$ cat config.mk
export PLATFORM = sky130hd
export DESIGN_NAME = md_select_sequencer_flat
export DESIGN_NICKNAME = d
export VERILOG_FILES = /design/src/rtl/md_pkg.sv /design/src/rtl/md_select_sequencer_if.sv /design/src/rtl/md_sync_edge.sv /design/src/rtl/md_select_sequencer.sv /design/src/flat_wrapper.sv
export SDC_FILE = /design/constraint.sdc
export NUM_CORES = 1
export LEC_CHECK = 0
export ABC_AREA = 1
export BUFFER_PORTS_ARGS = -buffer_cell sky130_fd_sc_hd__buf_2
export CAP_MARGIN = 15
export CORE_MARGIN = 2
export CORE_UTILIZATION = 40
export CTS_BUF_LIST = sky130_fd_sc_hd__clkbuf_16
export CTS_CLUSTER_DIAMETER = 60
export DETAILED_ROUTE_END_ITERATION = 8
export PLACE_DENSITY = 0.55
export SLEW_MARGIN = 40
export SYNTH_ARGS = -nofsm -noshare
export SYNTH_HDL_FRONTEND = slang
export SYNTH_SLANG_ARGS = --single-unit
$ cat constraint.sdc
create_clock -name clk -period 2.3 [get_ports clk]
set_input_delay 0.23 -clock clk [delete_from_list [all_inputs] [get_ports clk]]
set_output_delay 0.23 -clock clk [all_outputs]
set_load 0.02 [all_outputs]
$ cat src/rtl/md_pkg.sv
// Shared constants for the Mega Drive six-button select sequencer and encoder.
// sel_decode maps the synchronised select level and edge count to a mux group.
package md_pkg;

    localparam int SEL_W = 3;
    localparam int CNT_W = 3;

    localparam logic [SEL_W-1:0] SEL_NORM_HI = 3'd0;
    localparam logic [SEL_W-1:0] SEL_NORM_LO = 3'd1;
    localparam logic [SEL_W-1:0] SEL_ID_LO   = 3'd2;
    localparam logic [SEL_W-1:0] SEL_EXT_HI  = 3'd3;
    localparam logic [SEL_W-1:0] SEL_EXT_LO  = 3'd4;

    localparam logic [CNT_W-1:0] CNT_ID  = 3'd3;
    localparam logic [CNT_W-1:0] CNT_MAX = 3'd4;

    localparam int TIMEOUT_CYCLES_DEF = 15000;

    function automatic logic [SEL_W-1:0] sel_decode(input logic lvl, input logic [CNT_W-1:0] cnt);
        logic [SEL_W-1:0] s;
        if (cnt == CNT_ID)
            s = lvl ? SEL_EXT_HI : SEL_ID_LO;
        else if ((cnt == CNT_MAX) && !lvl)
            s = SEL_EXT_LO;
        else
            s = lvl ? SEL_NORM_HI : SEL_NORM_LO;
        return s;
    endfunction

endpackage

$ cat src/rtl/md_select_sequencer_if.sv
// Pin-7 / mode-button inputs and encoder-mux outputs of one controller port.
// master = console/pin side, slave = the sequencer.
interface md_select_sequencer_if;
    import md_pkg::*;

    logic             p7;
    logic             md;
    logic [SEL_W-1:0] sel;
    logic             p7_s;
    logic             six_mode;
    logic             tmo;

    modport master (output p7, md, input sel, p7_s, six_mode, tmo);
    modport slave  (input p7, md, output sel, p7_s, six_mode, tmo);

endinterface

$ cat src/rtl/md_sync_edge.sv
// Multi-flop synchroniser with a history flop for edge detection.
// Edge pulses are decoded only from flop outputs, so they are glitch-free and line up with lvl_o.
module md_sync_edge #(
    parameter int SYNC_STAGES = 2
) (
    input  logic clk,
    input  logic rst,
    input  logic a_i,
    output logic lvl_o,
    output logic rise_o,
    output logic fall_o
);

    logic [SYNC_STAGES-1:0] sync_q;
    logic                   hist_q;

    always_ff @(posedge clk or posedge rst) begin
        if (rst) begin
            sync_q <= '0;
            hist_q <= 1'b0;
        end else begin
            sync_q <= {sync_q[SYNC_STAGES-2:0], a_i};
            hist_q <= sync_q[SYNC_STAGES-1];
        end
    end

    assign lvl_o  = sync_q[SYNC_STAGES-1];
    assign rise_o = sync_q[SYNC_STAGES-1] & ~hist_q;
    assign fall_o = ~sync_q[SYNC_STAGES-1] & hist_q;

endmodule

$ cat src/rtl/md_select_sequencer.sv
// Tracks the console select line, counts select cycles with timeout, and drives the encoder mux code.
// cnt | meaning: 0 idle/first phase, 1..2 normal phases, 3 ID-low/ext-high phase, 4 all-high nibble phase.
module md_select_sequencer
    import md_pkg::*;
#(
    parameter int TIMEOUT_CYCLES = TIMEOUT_CYCLES_DEF,
    parameter int SYNC_STAGES    = 2
) (
    input logic                 clk,
    input logic                 rst,
    md_select_sequencer_if.slave sq
);

    localparam int              TMR_W    = $clog2(TIMEOUT_CYCLES);
    localparam logic [TMR_W-1:0] TMR_LAST = TMR_W'(TIMEOUT_CYCLES - 1);

    logic             p7_lvl;
    logic             p7_fall;
    logic             p7_rise_unused;

    logic             p7_s_q, p7_s_d;
    logic [CNT_W-1:0] cnt_q, cnt_d;
    logic [TMR_W-1:0] tmr_q, tmr_d;
    logic [SEL_W-1:0] sel_q, sel_d;
    logic             six_q, six_d;
    logic             latched_q;
    logic             tmo_q, tmo_d;

    md_sync_edge #(.SYNC_STAGES(SYNC_STAGES)) u_sync (
        .clk    (clk),
        .rst    (rst),
        .a_i    (sq.p7),
        .lvl_o  (p7_lvl),
        .rise_o (p7_rise_unused),
        .fall_o (p7_fall)
    );

    always_comb begin
        six_d  = latched_q ? six_q : sq.md;
        p7_s_d = p7_lvl;
        cnt_d  = cnt_q;
        tmr_d  = tmr_q + 1'b1;
        tmo_d  = 1'b0;
        // a fall in the expiry cycle takes priority over the timeout
        if (p7_fall) begin
            tmr_d = '0;
            if (cnt_q != CNT_MAX)
                cnt_d = cnt_q + 1'b1;
        end else if (tmr_q == TMR_LAST) begin
            tmr_d = '0;
            cnt_d = '0;
            tmo_d = (cnt_q != '0);
        end
        if (!six_d)
            cnt_d = '0;
        sel_d = sel_decode(p7_s_d, cnt_d);
    end

    always_ff @(posedge clk or posedge rst) begin
        if (rst) begin
            p7_s_q    <= 1'b0;
            cnt_q     <= '0;
            tmr_q     <= '0;
            sel_q     <= SEL_NORM_LO;
            six_q     <= 1'b1;
            latched_q <= 1'b0;
            tmo_q     <= 1'b0;
        end else begin
            p7_s_q    <= p7_s_d;
            cnt_q     <= cnt_d;
            tmr_q     <= tmr_d;
            sel_q     <= sel_d;
            six_q     <= six_d;
            latched_q <= 1'b1;
            tmo_q     <= tmo_d;
        end
    end

    assign sq.sel      = sel_q;
    assign sq.p7_s     = p7_s_q;
    assign sq.six_mode = six_q;
    assign sq.tmo      = tmo_q;

endmodule

$ cat src/flat_wrapper.sv
// flat-port wrapper written by rule: the top's interface ports become plain ports
module md_select_sequencer_flat import md_pkg::*;
#(
    parameter int TIMEOUT_CYCLES = TIMEOUT_CYCLES_DEF,
    parameter int SYNC_STAGES    = 2
)
  (clk, rst, sq_p7, sq_md, sq_sel, sq_p7_s, sq_six_mode, sq_tmo);
  md_select_sequencer_if sq_i ();
  input logic clk;
  input logic rst;
  input wire logic [$bits(sq_i.p7)-1:0] sq_p7;
  input wire logic [$bits(sq_i.md)-1:0] sq_md;
  output wire logic [$bits(sq_i.sel)-1:0] sq_sel;
  output wire logic [$bits(sq_i.p7_s)-1:0] sq_p7_s;
  output wire logic [$bits(sq_i.six_mode)-1:0] sq_six_mode;
  output wire logic [$bits(sq_i.tmo)-1:0] sq_tmo;
  assign sq_i.p7 = sq_p7;
  assign sq_i.md = sq_md;
  assign sq_sel = sq_i.sel;
  assign sq_p7_s = sq_i.p7_s;
  assign sq_six_mode = sq_i.six_mode;
  assign sq_tmo = sq_i.tmo;
  md_select_sequencer #(.TIMEOUT_CYCLES(TIMEOUT_CYCLES), .SYNC_STAGES(SYNC_STAGES)) u_core (.clk(clk), .rst(rst), .sq(sq_i));
endmodule
==> results.json, run 1 <==
{
  "htreeDepth": 1,
  "synth-edff-count": 0,
  "finalHoldViolations": 0,
  "cts_buffers": 3,
  "first_global_vias": 876,
  "p_per_area_mw_per_mm2": 777.9,
  "rsz0062_at_grt": "no",
  "synth_area_per_cell_um2": 8.551,
  "cap_viol_max_count": 0,
  "grtUsageTotal": 0.1487,
  "nets": 173,
  "core.rowCount": 20,
  "cts_hold_buf": 0,
  "worstHoldPathType": "primary input to asynchronous set/reset pin",
  "port_buffers": 9,
  "setup_viol": 0,
  "grt_max_degree": 27,
  "synth-simple-area-share": 0.3033,
  "die_h_um": 60.82,
  "gp_congestion": 0.7719,
  "overflow": 0,
  "report.final.slew_viol_count": 0,
  "antenna_left": 0,
  "synthTopCellsByArea": "dfrtp_1 (47%), inv_1 (7.3%), nand2_1 (6.7%), nor2_1 (5.8%), nand3_1 (4.7%)",
  "start_util": 0.4230,
  "worstReg2RegStart": "u_core.cnt_q[0]$_DFF_PP0_",
  "root_buffer": "clkbuf_16",
  "required_ns": 2.50,
  "synth_commonest_cells": "inv_1 (25), dfrtp_1 (24), nand2_1 (23)",
  "ctsLongestPathBuffers": 2,
  "clkLatencyLatePin_ns": 0.26,
  "synth_top_family_by_area": "simple AND/OR/NAND/NOR gates",
  "period_minus_slack_ns": 1.602,
  "synth_adder_area_share": 0.02907,
  "cts_resized": 0,
  "synth-xor-area-share": 0.02035,
  "slowest_stage": "dfrtp_1",
  "grt_pass1_wl_um": 4043,
  "layout-drive-gt1-share": 0.2121,
  "synth_top_area_share": 0.4651,
  "die_area_mm2": 0.003698,
  "vias": 942,
  "syn-cell-area_mm2": 0.001291,
  "cpMostUsedCell": "nand2_1",
  "fmax_ghz": 0.6242,
  "peakVddDrop_mv": 0.3689,
  "path_clk_slew_ns": 0.06,
  "core_region_area_mm2": 0.003053,
  "cp_top_family": "simple AND/OR/NAND/NOR gates",
  "post-route-util": 0.4926,
  "synth-seq-cells": 26,
  "leakage_uw": 0.0007364,
  "arrival_ns": 1.81,
  "crit_path_max_incr_delay_ns": 0.39,
  "viasPerCell": 4.507,
  "synth.most_common_cell": "inv_1",
  "seq_area_frac_synth": 0.5058,
  "setup_tns_ns": 0,
  "yosysWarnings": 0,
  "reg2regPathDepth": 11,
  "wl_per_cell_um": 10.75,
  "syn-num-nets": 158,
  "timing.rr.end": "u_core.sq.sel[0]$_DFF_PP1_",
  "worst-path-buf-inv": 2,
  "detailed_place_hpwl_um": 1679,
  "postCtsSetupRepairBufs": 0,
  "yosys-mux-area-fraction": 0,
  "start_kind": "flop",
  "drt_iter0_drc": 41,
  "antenna_cells": 0,
  "drt-total-wl_um": 2246,
  "die_w_um": 60.82,
  "ys_types": 26,
  "syn_to_final_growth_pct": 16.47,
  "antenna_found_initial": 0,
  "rrSetupSlack_ns": 0.70,
  "ios": 10,
  "async_reset_ff_frac": 1.000,
  "path_cells": "inv_1 -> ha_1 -> nand2_1 -> nor2_1 -> nor2_1 -> nand3_1 -> nor2_4 -> nand3_2 -> inv_2 -> nand2_1 -> nand2_1",
  "endpoint_kind": "flop",
  "fin_crit_sh": 0.6966,
  "status": "completed",
  "path_class": "flop to flop",
  "dr.pass1.iters": 4,
  "synth_flop_cell": "dfrtp_1",
  "worstPathMaxFanout": 4,
  "syn_inst": 151,
  "cts_sinks": 26,
  "fin_skew_ns": 0.002036,
  "cts_tree": "yes",
  "synth_compound_area_frac": 0.05426,
  "synth_largest_area_cell": "dfrtp_1",
  "drc_errors": 0
}
state kept, by name, summed over array words and instances (netlist names):
signal,flops
u_core.cnt_q,3
u_core.latched_q,1
u_core.sq.p7_s,1
u_core.sq.sel,3
u_core.sq.six_mode,1
u_core.sq.tmo,1
u_core.tmr_q,14
u_core.u_sync.sync_q,2
worst max-delay path by stage:
stage | slack [ns] | to | startpoint | depth (start not counted)
after floorplan | 0.91 | u_core.sq.sel[0]$_DFF_PP1_ | u_core.cnt_q[0]$_DFF_PP0_ | 11
after global placement | 0.77 | u_core.sq.sel[0]$_DFF_PP1_ | u_core.cnt_q[0]$_DFF_PP0_ | 11
after detailed placement | 0.73 | u_core.sq.sel[0]$_DFF_PP1_ | u_core.cnt_q[0]$_DFF_PP0_ | 11
after CTS | 0.70 | u_core.sq.sel[0]$_DFF_PP1_ | u_core.cnt_q[0]$_DFF_PP0_ | 11
after global routing | 0.56 | u_core.sq.sel[0]$_DFF_PP1_ | u_core.cnt_q[0]$_DFF_PP0_ | 11
final | 0.70 | u_core.sq.sel[0]$_DFF_PP1_ | u_core.cnt_q[0]$_DFF_PP0_ | 11
cell usage in the layout (no fill, tap or decap):
master / Yosys / layout
inv_1: 25 / 25
dfrtp_1: 24 / 24
nand2_1: 23 / 23
nor2_1: 20 / 20
nand3_1: 12 / 12
buf_2: 0 / 9
a21oi_1: 8 / 8
nor2_2: 4 / 4
inv_2: 4 / 4
nand3_2: 3 / 3
nor2_4: 3 / 3
nor3_1: 3 / 3
ha_1: 3 / 3
clkbuf_16: 0 / 3
nand2_2: 2 / 2
nand4_1: 2 / 2
o21ai_1: 2 / 2
xor2_1: 2 / 2
dfstp_2: 2 / 2
nor3_2: 1 / 1
nand2_4: 1 / 1
a21o_1: 1 / 1
nand4_2: 1 / 1
xnor2_1: 1 / 1
o21ai_0: 1 / 1
o21a_1: 1 / 1
nor3b_1: 1 / 1
bufinv_16: 0 / 1
buf_4: 0 / 1
conb_1: 1 / 1
cell families (layout without fill, tap and decap cells):
logic type,after synthesis,in the layout
xor gates and xnor gates,3,3
DFF,26,26
AOI/OAI and AO/OA,13,13
buffers and inverters,29,43
adders and majority gates,3,3
other,1,1
and+or+nand+nor,76,76
power breakdown:
part / switching, uW / internal [uW]
logic: 89.6 / 50.1
clock network: 152 / 346
registers: 34.2 / 498
total: 276 / 894
area by class of cell:
cell class | count | area (um2)
fill | 330 | 1549
sequential | 26 | 653.1
multi-input combinational | 96 | 529.3
inverter | 29 | 108.9
clock buffer | 3 | 75.07
tap | 44 | 55.05
timing repair buffer | 10 | 52.55
clock inverter | 1 | 30.03
metal layers:
layer  GRT usage  vias up  wire length [um]
met5           0        -                 0
met4     0.04658        0                27
met3     0.03838        4                54
met2      0.2058       10               973
met1      0.2259      433              1190
li1            -      495                 -
worst reg2reg max path: stages, from the launching register on:
cell and delay [ns]:
dfrtp_1 0.39, inv_1 0.08, ha_1 0.23, nand2_1 0.15, nor2_1 0.06, nor2_1 0.09, nand3_1 0.16, nor2_4 0.12
nand3_2 0.09, inv_2 0.06, nand2_1 0.04, nand2_1 0.06
per-stage QoR:
stage               instance area [um2]  setup WS, ns  hold WS (ns)  total power, uW  std cells
finish                             1504        0.6979       0.02242             1170        209
global route                       1504        0.5575       0.04473             1228        209
CTS                                1504        0.7023       0.02887             1190        209
detailed placement                 1399        0.7289        0.3095            681.4        205
global placement                   1399        0.7707        0.2999            680.4        205
floorplan                          1291        0.9095        0.2614            642.4        151
Power figures use the tool's default switching activity.
==> run 2: changes to the inputs <==
clock period = 1.65 ns   (was 2.3 ns; I/O delays follow)
==> results.json, run 2 (synthesized netlist as in run 1, its figures left out) <==
{
  "die_w_um": 60.82,
  "fill_cells": 304,
  "period_minus_slack_ns": 1.493,
  "worstHoldStart": "sq_p7",
  "start_kind": "flop",
  "wl_met2_um": 1040,
  "fmax_ghz": 0.6698,
  "drc_errors": 0,
  "drt-total-wl_um": 2307,
  "setup_viol": 0,
  "wl_met1_um": 1164,
  "p_per_area_mw_per_mm2": 981.1,
  "top_register": "u_core.tmr_q",
  "report.final.slew_viol_count": 0,
  "start_util": 0.4230,
  "fin_skew_ns": 0.001856,
  "die_area_mm2": 0.003698,
  "antenna_left": 0,
  "cts_tree": "yes",
  "first_global_vias": 952,
  "seqPwrFrac": 0.502,
  "top_layer_used": "met4",
  "peakVddDrop_mv": 0.8027,
  "antenna_found_initial": 0,
  "core.rowCount": 20,
  "holdWs_ns": 0.008068,
  "grt_max_degree": 27,
  "htreeDepth": 1,
  "layout-drive-gt1-share": 0.2321,
  "grt_pass1_wl_um": 4071,
  "largest_reg_flops": 14,
  "port_buffers": 9,
  "cts_buffers": 3,
  "worstPathMaxFanout": 4,
  "clock_power_share": 0.358,
  "worstHoldPathType": "primary input to flop",
  "detailed_place_hpwl_um": 1717,
  "wl_per_cell_um": 10.88,
  "nets": 176,
  "holdPathStages": 1,
  "core_region_area_mm2": 0.003053,
  "grtUsageTotal": 0.1478,
  "finalWorstSetupSlack_ns": 0.1571,
  "status": "completed",
  "p_comb_frac": 0.140,
  "path_class": "flop to flop",
  "ios": 10,
  "p_sw_frac": 0.2603,
  "finalHoldViolations": 0,
  "syn_to_final_growth_pct": 17.15,
  "root_buffer": "clkbuf_16",
  "cap_viol_max_count": 0,
  "fin_crit_sh": 0.9048,
  "setup_tns_ns": 0,
  "vias": 966,
  "p_switching_uw": 386.3,
  "finish.instance_area_mm2": 0.001513,
  "clkLatencyLatePin_ns": 0.26,
  "leakage_uw": 0.0007384,
  "rrSetupSlack_ns": 0.16,
  "worstReg2RegStart": "u_core.cnt_q[0]$_DFF_PP0_",
  "arrival_ns": 1.70,
  "hold_path_end": "u_core.u_sync.sync_q[0]$_DFF_PP0_",
  "postPlaceCellArea_mm2": 0.001406,
  "path_clk_slew_ns": 0.06,
  "overflow": 0,
  "gp_congestion": 0.8517,
  "viasPerCell": 4.557,
  "final_common_cell": "inv_1",
  "drt_iter0_drc": 66,
  "timing.rr.end": "u_core.sq.sel[0]$_DFF_PP1_",
  "power_uw": 1484,
  "endpoint_kind": "flop",
  "place_ws_ns": 0.08428,
  "p_int_uw": 1098,
  "cts_sinks": 26,
  "rsz0062_at_grt": "no",
  "die_h_um": 60.82,
  "dr.pass1.iters": 4,
  "reg2regPathDepth": 11,
  "routed-wl-met3_um": 78,
  "required_ns": 1.85,
  "ctsLongestPathBuffers": 2,
  "mostFrequentLayoutCells": "inv_1 (25), dfrtp_1 (24), nand2_1 (22), nor2_1 (20), nand3_1 (11)",
  "antenna_cells": 0
}
[run 2: changes by cell type in the layout (fill, tap and decap cells not counted), sizes merged]
cell         delta
buf             +2
clkinv          +1
bufinv          -1
dlygate4sd3     +1
[run 2: worst max path at each step]
stage | startpoint | endpoint | slack (ns) | cells past startpoint
6_report | u_core.cnt_q[0]$_DFF_PP0_ | u_core.sq.sel[0]$_DFF_PP1_ | 0.16 | 11
5_1_grt | u_core.cnt_q[0]$_DFF_PP0_ | u_core.sq.sel[0]$_DFF_PP1_ | 0.03 | 11
3_5_place_dp | u_core.cnt_q[0]$_DFF_PP0_ | u_core.sq.sel[0]$_DFF_PP1_ | 0.08 | 11
4_1_cts | u_core.cnt_q[0]$_DFF_PP0_ | u_core.sq.sel[0]$_DFF_PP1_ | 0.06 | 11
3_3_place_gp | u_core.cnt_q[0]$_DFF_PP0_ | u_core.sq.sel[0]$_DFF_PP1_ | 0.20 | 11
2_1_floorplan | u_core.cnt_q[0]$_DFF_PP0_ | u_core.sq.sel[0]$_DFF_PP1_ | 0.26 | 11
[run 2: metrics by stage]
step / util / std cells
final: 0.4955 / 212
after global routing: 0.4955 / 212
after CTS: 0.4898 / 211
after detailed placement: 0.4607 / 206
after global placement: 0.4607 / 206
after floorplan: - / 151
[run 2: cell type report]
cell class,instances,area [um2],area share
Sequential cell,26,653.1,0.4318
Multi-Input combinational cell,96,539.3,0.3565
Inverter,29,108.9,0.07196
Timing Repair Buffer,13,77.57,0.05128
Clock buffer,3,75.07,0.04963
Tap cell,44,55.05,0.03639
Clock inverter,1,3.754,0.002481
[run 2: worst max-delay path: stages (launching register included)]
cell and delay [ns]:
dfrtp_1 0.39, inv_1 0.08, ha_2 0.20, nand2_2 0.10, nor2_1 0.05, nor2_1 0.13, nand3_2 0.14, nor2_4 0.10
nand3_2 0.08, inv_2 0.06, nand2_1 0.04, nand2_1 0.07
[run 2: metal layers]
metal	vias up	track usage
li1	501	-
met1	449	0.1921
met2	12	0.2381
met3	4	0.04478
met4	0	0.04348
met5	-	0
[run 2: timing repair]
item / CTS / global route
hold endpoints to repair: 24 / 0
buffers inserted: 0 / 1
resized for setup: 0 / 3
hold buffers: 1 / 0
endpoints found under the setup margin: 0 / 1
[run 2: power groups by stage]
stage                     registers (uW)  logic [uW]  clock network (uW)
final                                744         208                 532
after detailed placement             755         196                   0
after global routing                 751         241                 569
after CTS                            743         200                 549
after global placement               752         190                   0
after floorplan                      753         142                   0
==> run 3: changes to the inputs <==
BUFFER_PORTS_ARGS = -buffer_cell sky130_fd_sc_hd__buf_4   (was -buffer_cell sky130_fd_sc_hd__buf_2)
==> results.json, run 3 (synthesized netlist as in run 1, its figures left out) <==
{
  "report.final.slew_viol_count": 0,
  "clock_power_share": 0.423,
  "cts_tree": "yes",
  "wl_per_cell_um": 10.80,
  "cap_viol_max_count": 0,
  "viasPerCell": 4.660,
  "grt_use_met3": 0.02559,
  "p_comb_frac": 0.132,
  "setup_tns_ns": 0,
  "drc_errors": 0,
  "core_region_area_mm2": 0.003053,
  "fill_cells": 294,
  "worstPathMaxFanout": 4,
  "fin_crit_sh": 0.9442,
  "vias": 988,
  "setup_viol": 0,
  "fin_skew_ns": 0.002746,
  "place_ws_ns": 0.1036,
  "path_clk_slew_ns": 0.07,
  "endpoint_kind": "flop",
  "nets": 176,
  "die_w_um": 60.82,
  "grt_pass1_wl_um": 3670,
  "worstHoldPathType": "primary input to flop",
  "p_per_area_mw_per_mm2": 1066,
  "p_switching_uw": 403.3,
  "leakage_uw": 0.0007571,
  "worstHoldStart": "sq_p7",
  "cts_buffers": 3,
  "arrival_ns": 1.76,
  "post-route-util": 0.5123,
  "antenna_left": 0,
  "start_util": 0.4230,
  "grt_max_degree": 27,
  "slowest_stage": "dfrtp_1",
  "root_buffer": "clkbuf_16",
  "finalHoldViolations": 0,
  "period_minus_slack_ns": 1.558,
  "path_cells": "inv_1 -> ha_1 -> nand2_2 -> nor2_1 -> nor2_1 -> nand3_2 -> nor2_4 -> nand3_2 -> inv_2 -> nand2_1 -> nand2_1",
  "fmax_ghz": 0.6419,
  "path_class": "flop to flop",
  "worst-path-buf-inv": 2,
  "crit_path_max_incr_delay_ns": 0.40,
  "p_sw_frac": 0.2419,
  "grtUsageMet2": 0.2089,
  "seqPwrFrac": 0.445,
  "ios": 10,
  "detailed_place_hpwl_um": 1636,
  "layout-drive-gt1-share": 0.2321,
  "busiest_layer": "met2",
  "drt-total-wl_um": 2290,
  "mostFrequentLayoutCells": "inv_1 (25), dfrtp_1 (24), nand2_1 (22), nor2_1 (20), buf_4 (12)",
  "largest_reg_flops": 14,
  "cts_sinks": 26,
  "htreeDepth": 1,
  "antenna_cells": 0,
  "start_kind": "flop",
  "clkLatencyLatePin_ns": 0.26,
  "multi_input_area_um2": 541.8,
  "die_area_mm2": 0.003698,
  "grtUsageTotal": 0.1360,
  "peakVddDrop_mv": 0.5100,
  "ctsLongestPathBuffers": 2,
  "die_h_um": 60.82,
  "p_int_uw": 1264,
  "dr.pass1.iters": 4,
  "drt_iter0_drc": 40,
  "seq_area_um2": 653.1,
  "core.rowCount": 20,
  "port_buffers": 9,
  "antenna_found_initial": 0,
  "status": "completed",
  "first_global_vias": 846,
  "gp_congestion": 0.7975,
  "required_ns": 1.86,
  "top_register": "u_core.tmr_q",
  "cp_top_family": "simple AND/OR/NAND/NOR gates",
  "worstReg2RegStart": "u_core.cnt_q[0]$_DFF_PP0_",
  "finalWorstSetupSlack_ns": 0.09215,
  "overflow": 0,
  "syn_to_final_growth_pct": 21.12,
  "use_met1": 0.1890,
  "final_common_cell": "inv_1",
  "power_uw": 1667,
  "critPathLaunch": "u_core.cnt_q[0]$_DFF_PP0_"
}
[run 3: worst register-to-register path: cells and delay by family, from the launching register on]
kind          cells  cell delay, ns
flops             1            0.40
buf+inv           2            0.15
simple gates      8            0.74
fa+ha+maj         1            0.23
[run 3: power groups by stage]
stage	sequential (uW)	clock, uW	combinational (uW)
CTS	741	724	204
floorplan	753	0	142
global route	748	749	248
detailed placement	754	0	199
finish	742	706	220
global placement	754	0	201
[run 3: cell type report]
| type | count | share of cell area |
|---|---|---|
| clock buffer | 3 | 0.04800 |
| clock inverter | 1 | 0.01920 |
| multi-input combinational | 96 | 0.3464 |
| tap | 44 | 0.03520 |
| inverter | 29 | 0.06960 |
| sequential | 26 | 0.4176 |
| timing repair buffer | 13 | 0.06400 |
[run 3: layer usage]
layer  share of wire  vias to the layer above
met5               0                        -
met1            0.51                      468
met2            0.45                       13
li1                -                      503
met3           0.022                        4
met4           0.014                        0
[run 3: final timing paths]
check,to,slack [ns],depth (start not counted)
worst min register to register,u_core.u_sync.sync_q[1]$_DFF_PP0_,0.35,0
worst max register to register,u_core.sq.sel[0]$_DFF_PP1_,0.09,11
worst min-delay path,u_core.u_sync.sync_q[0]$_DFF_PP0_,0.01,1
worst max-delay path,u_core.sq.sel[0]$_DFF_PP1_,0.09,11
min in group asynchronous,u_core.tmr_q[9]$_DFF_PP0_,0.51,4
max in group asynchronous,u_core.sq.sel[0]$_DFF_PP1_,0.84,4
[run 3: timing repair]
| item | 4_1_cts | 5_1_grt |
|---|---|---|
| setup buffers | 0 | 2 |
| resized for setup | 0 | 3 |
| endpoints found under the hold margin | 24 | 0 |
| endpoints found under the setup margin | 0 | 2 |
| hold buffers | 1 | 0 |
[run 3: stage by stage]
stage	std cells	hold WS, ns	instance area [um2]
2_1_floorplan	151	0.1964	1291
3_3_place_gp	205	0.2500	1421
3_5_place_dp	205	0.2503	1421
4_1_cts	210	0.008158	1536
5_1_grt	212	0.007153	1564
6_report	212	0.01022	1564
